### config.mk
export PLATFORM = sky130hd
export DESIGN_NAME = md_pad_scanner
export DESIGN_NICKNAME = d
export VERILOG_FILES = /design/src/rtl/md_pad_scanner.sv
export SDC_FILE = /design/constraint.sdc
export NUM_CORES = 1
export LEC_CHECK = 0
export BUFFER_PORTS_ARGS = -buffer_cell sky130_fd_sc_hd__buf_2
export CAP_MARGIN = 30
export CORE_ASPECT_RATIO = 1.75
export CORE_MARGIN = 5
export CORE_UTILIZATION = 49
export DETAILED_ROUTE_END_ITERATION = 7
export GPL_TIMING_DRIVEN = 0
export PLACE_DENSITY = 0.68
export SLEW_MARGIN = 30
export SYNTH_ARGS = -nofsm -noshare
export SYNTH_HDL_FRONTEND = slang
export SYNTH_SLANG_ARGS = --single-unit
### constraint.sdc
create_clock -name clk -period 4.7 [get_ports clk]
set_clock_uncertainty 0.2 [all_clocks]
set_input_delay 0.235 -clock clk [delete_from_list [all_inputs] [get_ports clk]]
set_output_delay 0.235 -clock clk [all_outputs]
set_load 0.01 [all_outputs]
### src/rtl/md_pad_scanner.sv
// DB9 pad scanner: drives SELECT, decodes Atari sticks and Mega Drive 3/6-button pads.
// Define MD_SIXBTN_EN to enable the full 8-phase sequence with 6-button decoding.
module md_pad_scanner #(
  parameter int PHASE_CYCLES = 224,
  parameter int IDLE_CYCLES  = 56000
) (
  input  logic        clk,
  input  logic        rst,
  input  logic [5:0]  joy_pins,
  output logic        joy_sel,
  output logic [4:0]  db9joy_out,
  output logic [11:0] buttons,
  output logic        md_present,
  output logic        six_button,
  output logic        scan_done
);

  localparam int CNT_MAX = (IDLE_CYCLES > PHASE_CYCLES) ? IDLE_CYCLES : PHASE_CYCLES;
  localparam int CW      = $clog2(CNT_MAX);

  typedef enum logic [3:0] {
    ST_IDLE, ST_S0, ST_S1, ST_S2, ST_S3, ST_S4, ST_S5, ST_S6, ST_S7, ST_COMMIT
  } state_t;

  state_t         state_q, state_d;
  logic [CW-1:0]  cnt_q, cnt_d;
  logic [5:0]     sync1_q, sync2_q;
  logic [7:0]     cap_q, cap_d;
  logic           md_det_q, md_det_d;
  logic           sel_q, sel_d;
  logic [4:0]     db9_q, db9_d;
  logic [11:0]    buttons_q, buttons_d;
  logic           md_present_q, md_present_d;
  logic           scan_done_q, scan_done_d;
  logic           phase_end, idle_end;
`ifdef MD_SIXBTN_EN
  logic [3:0]     ext_q, ext_d;
  logic           six_det_q, six_det_d;
  logic           six_button_q, six_button_d;
`endif

  assign phase_end = (cnt_q == CW'(PHASE_CYCLES - 1));
  assign idle_end  = (cnt_q == CW'(IDLE_CYCLES - 1));

  always_comb begin
    state_d      = state_q;
    cnt_d        = cnt_q + CW'(1);
    cap_d        = cap_q;
    md_det_d     = md_det_q;
    db9_d        = db9_q;
    buttons_d    = buttons_q;
    md_present_d = md_present_q;
    scan_done_d  = 1'b0;
`ifdef MD_SIXBTN_EN
    ext_d        = ext_q;
    six_det_d    = six_det_q;
    six_button_d = six_button_q;
`endif

    case (state_q)
      ST_IDLE: begin
        if (idle_end) begin
          state_d = ST_S0;
          cnt_d   = '0;
        end
      end
      ST_COMMIT: begin
        state_d      = ST_IDLE;
        cnt_d        = '0;
        scan_done_d  = 1'b1;
        md_present_d = md_det_q;
        // Atari sticks keep c as fire-2; MD-only buttons are masked off.
        buttons_d[7:0]  = md_det_q ? cap_q : {2'b00, cap_q[5:0]};
        buttons_d[11:8] = 4'b0000;
`ifdef MD_SIXBTN_EN
        buttons_d[11:8] = six_det_q ? ext_q : 4'b0000;
        six_button_d    = six_det_q;
`endif
        db9_d = ~{cap_q[4], cap_q[0], cap_q[1], cap_q[2], cap_q[3]};
      end
      default: begin
        if (phase_end) begin
          cnt_d = '0;
          case (state_q)
            ST_S0: cap_d[5:0] = ~sync2_q;
            ST_S1: begin
              cap_d[6] = ~sync2_q[4];
              cap_d[7] = ~sync2_q[5];
              md_det_d = ~sync2_q[2] & ~sync2_q[3];
            end
`ifdef MD_SIXBTN_EN
            ST_S5: six_det_d = md_det_q & (sync2_q[3:0] == 4'b0000);
            ST_S6: if (six_det_q) ext_d = ~sync2_q[3:0];
`endif
            default: ;
          endcase
`ifdef MD_SIXBTN_EN
          state_d = (state_q == ST_S7) ? ST_COMMIT : state_t'(state_q + 4'd1);
`else
          state_d = (state_q == ST_S1) ? ST_COMMIT : ST_S1;
`endif
        end
      end
    endcase

    sel_d = !(state_d inside {ST_S1, ST_S3, ST_S5, ST_S7});
  end

  always_ff @(posedge clk) begin
    if (rst) begin
      state_q      <= ST_IDLE;
      cnt_q        <= '0;
      sync1_q      <= 6'h3F;
      sync2_q      <= 6'h3F;
      cap_q        <= '0;
      md_det_q     <= 1'b0;
      sel_q        <= 1'b1;
      db9_q        <= 5'h1F;
      buttons_q    <= '0;
      md_present_q <= 1'b0;
      scan_done_q  <= 1'b0;
`ifdef MD_SIXBTN_EN
      ext_q        <= '0;
      six_det_q    <= 1'b0;
      six_button_q <= 1'b0;
`endif
    end else begin
      state_q      <= state_d;
      cnt_q        <= cnt_d;
      sync1_q      <= joy_pins;
      sync2_q      <= sync1_q;
      cap_q        <= cap_d;
      md_det_q     <= md_det_d;
      sel_q        <= sel_d;
      db9_q        <= db9_d;
      buttons_q    <= buttons_d;
      md_present_q <= md_present_d;
      scan_done_q  <= scan_done_d;
`ifdef MD_SIXBTN_EN
      ext_q        <= ext_d;
      six_det_q    <= six_det_d;
      six_button_q <= six_button_d;
`endif
    end
  end

  assign joy_sel    = sel_q;
  assign db9joy_out = db9_q;
  assign buttons    = buttons_q;
  assign md_present = md_present_q;
  assign scan_done  = scan_done_q;
`ifdef MD_SIXBTN_EN
  assign six_button = six_button_q;
`else
  assign six_button = 1'b0;
`endif

endmodule

# Yosys cells after proc, flatten, opt, wreduce, memory -nomap -nowiden
# Cells that the tools add are included.
# W data, S select, Z words.
[word_totals] register_bits=57 in_bits=8 out_inout_bits=21 elab_cells=45
[classes] n_addsub=1 n_eq_ne=9 muxes=9 n_bitwise=8 n_reduce_logical=6
[op_table] cell="$mux W16" n=2
[op_table] cell="$pmux W16 S2" n=1
[op_table] cell="$add A16 B1 Y16 const B" n=1
[op_table] cell="$eq A16 B16 Y1 const B" n=1
[op_table] cell="$eq A16 B8 Y1 const B" n=1
[op_table] cell="$mux W4" n=3
[op_table] cell="$eq A4 B2 Y1 const B" n=2
[op_table] cell="$eq A4 B3 Y1 const B" n=2
[op_table] cell="$eq A4 B4 Y1 const B" n=2
[op_table] cell="$mux W8" n=1
[op_table] cell="$pmux W4 S2" n=1
[op_table] cell="$not A6 Y6" n=1
[op_table] cell="$reduce_and A3 Y1" n=2
[op_table] cell="$not A1 Y1" n=5
[op_table] cell="$not A5 Y5" n=1
[op_table] cell="$eq A4 B1 Y1 const B" n=1
[op_table] cell="$logic_not A4 Y1" n=1
[op_table] cell="$reduce_bool A4 Y1" n=1
[op_table] cell="$reduce_or A2 Y1" n=1
[op_table] cell="$and A1 B1 Y1" n=1
[op_table] cell="$logic_not A1 Y1" n=1
[op_table] cell="$mux W1" n=1

# Logic depth before layout (Yosys ltp)
[logic_depth] word_depth=7 depth_mapped=7

# Least setup slack after synthesis
# Ideal clock, no wire load.
[synth_timing] path_type="register -> register" from="register cnt_q[0]" to="register cnt_q[11]" setup_time_ns=0.115 arrival_ns=1.960 setup_slack_ns=2.426 stages_incl_launch_ff=8 period_less_slack_ns=2.274 path_cell_list="dfxtp_1 > ha_1 > or4b_4 > nor4_1 > nor2b_1 > o21bai_4 > buf_4 > nor2_1"
[synth_via] elab_chain_cells=3 word_cells_on_any_way=6 classes_between="add/sub: 1; eq/ne: 2; mux: 3"
[synth_rtl] item="start: declaration" line="26" text="logic [CW-1:0] cnt_q, cnt_d;"
[synth_rtl] item="start signal: assignment" line="129" text="cnt_q <= cnt_d;"
[synth_rtl] item="$add A16 B1 Y16, or another cell as far along" line="47" text="cnt_d = cnt_q + CW'(1);"
[synth_rtl] item="$mux W16 (on tied branches)" line="82, 62"
[synth_rtl] item="$pmux W16 S2 *" line="60" text="case (state_q)"
# Mark *: on every way between the ends. The rest lies on a longest branch, timed or not.
# A chain may end at the register's enable or synchronous reset.

# Final worst setup path
[layout_timing] from="register cnt_q[0]" to="register cnt_q[14]"
# Same word-level chain as after synthesis.

==> flow_summary.json <==
{
  "outcome": "complete, no violations",
  "worstPathRequired_ps": 4720,
  "wl_per_cell_um": 12.4,
  "tns_ps": 0,
  "groute.usage.overall_pct": 16.2,
  "area_delta_synth_final_pct": 22.1,
  "startpoint_type": "flop",
  "placed_area_sq_um": 2480,
  "syn_area_sq_um": 2290,
  "r2r_end": "cnt_q[14]",
  "met2_usage_pct": 27.3,
  "fin_crit_sh_pct": 54.1,
  "critical_path_arrival_ps": 2570,
  "finalSetupViolCount": 0,
  "via_per_inst": 5.02,
  "synth_area_per_cell_sq_um": 9.20,
  "p_per_area_nw_per_um2": 392,
  "synth_top_area_share_pct": 49.8,
  "power.leakage_nw": 1.06,
  "gp_congestion": 0.805,
  "insertedDiodeCount": 0,
  "worstMarginPinSlew_ps": 670,
  "peakVddDrop_uv": 273,
  "hold_slack_ps": 84.8,
  "maxSlewViolCount": 0,
  "min_from": "rst",
  "holdPathStages": 3,
  "detail_route.iter0.violations": 54,
  "dr_total_vias": 1758,
  "hold_class": "input port to flop",
  "met3_usage_pct": 5.41,
  "hold_viol_final": 0,
  "io_pins": 29,
  "fin_crit_ps": 2540,
  "h-tree-depth": 3,
  "p_total_w": 0.00110,
  "synth_top_cell_by_area": "dfxtp_1",
  "start_util_pct": 49.5,
  "fin_area_sq_um": 2800,
  "grt_most_used_layer": "met2",
  "clk_pin_slew_ps": 60,
  "ys_ff_latch": 57,
  "slew_headroom_pct": 54.9,
  "clockRootBuffer": "clkbuf_8",
  "rsz0062_at_grt": "false",
  "num-nets-final": 302,
  "drive_above_1_share_pct": 25.5,
  "drc": 0,
  "die_h_um": 100,
  "yosysSeqAreaShare_pct": 49.8,
  "cap_violations": 0,
  "dieWidth_um": 61.7,
  "crit_fanout": 10,
  "rrSetupSlack_ps": 2160,
  "clk_latency_ps": 330,
  "antenna_found_initial": 0,
  "grt_pass1_vias": 1718,
  "synth_cell_types": 41,
  "grt_overflow_total": 0,
  "synth_common_cells": "dfxtp_1, nor2_1, nand2_1",
  "drtAntennaViolNets": 0,
  "cts_sinks": 57,
  "hold_end": "joy_sel",
  "grt_max_degree": 12,
  "end_kind": "flop",
  "yosysWarnings": 0,
  "ys.flop_type": "dfxtp_1",
  "dieArea_sq_um": 6190,
  "coreArea_sq_um": 4620,
  "clock_path_buffers": 2,
  "first_pass_iters": 4,
  "ff2ff_path_depth": 7,
  "port_buffers": 23,
  "dp_hpwl_um": 3060,
  "wirelength_um": 4350,
  "async_flop_share_pct": 0,
  "synthCells": 249,
  "r2r_start": "cnt_q[0]",
  "rows": 33,
  "synth-edff-count": 0,
  "max_freq_mhz": 393,
  "synthTopCellsByArea": "dfxtp_1, or2_2, nor2_1",
  "met1_usage_pct": 17.6,
  "fillers": 439,
  "critical_path_class": "flop to flop",
  "synth.most_common_cell": "dfxtp_1",
  "cts_tree": "done",
  "cts_buffers": 9,
  "grt_pass1_wl_um": 7480
}
==> metrics by stage <==
step                      setup WS, ps  cells  util (%)
after global routing              1950    350      60.5
final                             2160    350      60.5
after global placement            2140    328      53.7
after detailed placement          2110    328      53.7
after CTS                         2100    350      60.5
after floorplan                   2430    253         -
==> flip-flops by register name (all words and copies together) (netlist names) <==
register    flops
buttons         8
joy_sel         1
sync1_q         6
cap_q           8
md_present      1
scan_done       1
state_q         4
db9joy_out      5
sync2_q         6
md_det_q        1
cnt_q          16
==> layout make-up <==
type                       instances  area (sq um)  share of cell area, %
buffer                            16          92.6                   3.31
clock buffer                      10           138                   4.92
clock inverter                     6           114                   4.07
inverter                           4          15.0                  0.537
multi-input combinational        176          1060                   37.8
sequential                        57          1140                   40.8
tap                               52          65.1                   2.33
timing repair buffer              29           175                   6.26
==> critical path, stage by stage, from the launching register on <==
cell and delay [ps]:
dfxtp_1 370, ha_1 270, or4b_4 520, nor4_1 450, nor2b_1 140, o21bai_4 210
buf_4 210, nor2_1 60
==> cells by family after synthesis <==
family | Yosys count | share of synthesized area [%]
other | 1 | 0.164
buffers and inverters | 20 | 4.70
AND/OR/NAND/NOR | 122 | 29.5
AO/OA/AOI/OAI | 31 | 8.74
adder cells (fa/ha/maj) | 1 | 0.546
XOR/XNOR | 16 | 6.12
multiplexers | 1 | 0.437
flip-flops | 57 | 49.8
==> cells in the final DEF (no fill, tap or decap), drive strengths merged, types with 6 or more instances in the layout <==
cell,count
or2,18
nand4,6
dlygate4sd3,6
buf,32
a21oi,17
nand3,12
dfxtp,57
nor3,6
nand2,28
xor2,10
nor2,30
clkbuf,17
xnor2,6
==> repair_timing <==
item / 4_1_cts / 5_1_grt
resized for setup: 0 / 0
setup buffers: 0 / 0
hold endpoints to repair: 6 / 0
hold buffers: 6 / 0
==> worst max-delay path by stage <==
stage	start	end	slack, ps	cells past startpoint
3_3_place_gp	cnt_q[0]	cnt_q[9]	2140	7
2_1_floorplan	cnt_q[0]	cnt_q[11]	2430	7
3_5_place_dp	cnt_q[0]	cnt_q[14]	2110	7
6_report	cnt_q[0]	cnt_q[14]	2160	7
4_1_cts	cnt_q[0]	cnt_q[14]	2100	7
5_1_grt	cnt_q[0]	cnt_q[11]	1950	7
==> layer usage <==
metal	wire length (um)	vias to the layer above
met2	2310	35
met3	215	9
met5	0	-
met4	99	0
li1	-	913
met1	1730	801
==> power by group <==
part / internal [W] / switching (W) / total [W] / leakage [nW]
clock: 0.000368 / 0.000201 / 0.000569 / 0.119
sequential: 0.000490 / 0.00000361 / 0.000494 / 0.463
combinational: 0.0000174 / 0.0000165 / 0.0000339 / 0.478
Power figures use the tool's default switching activity.
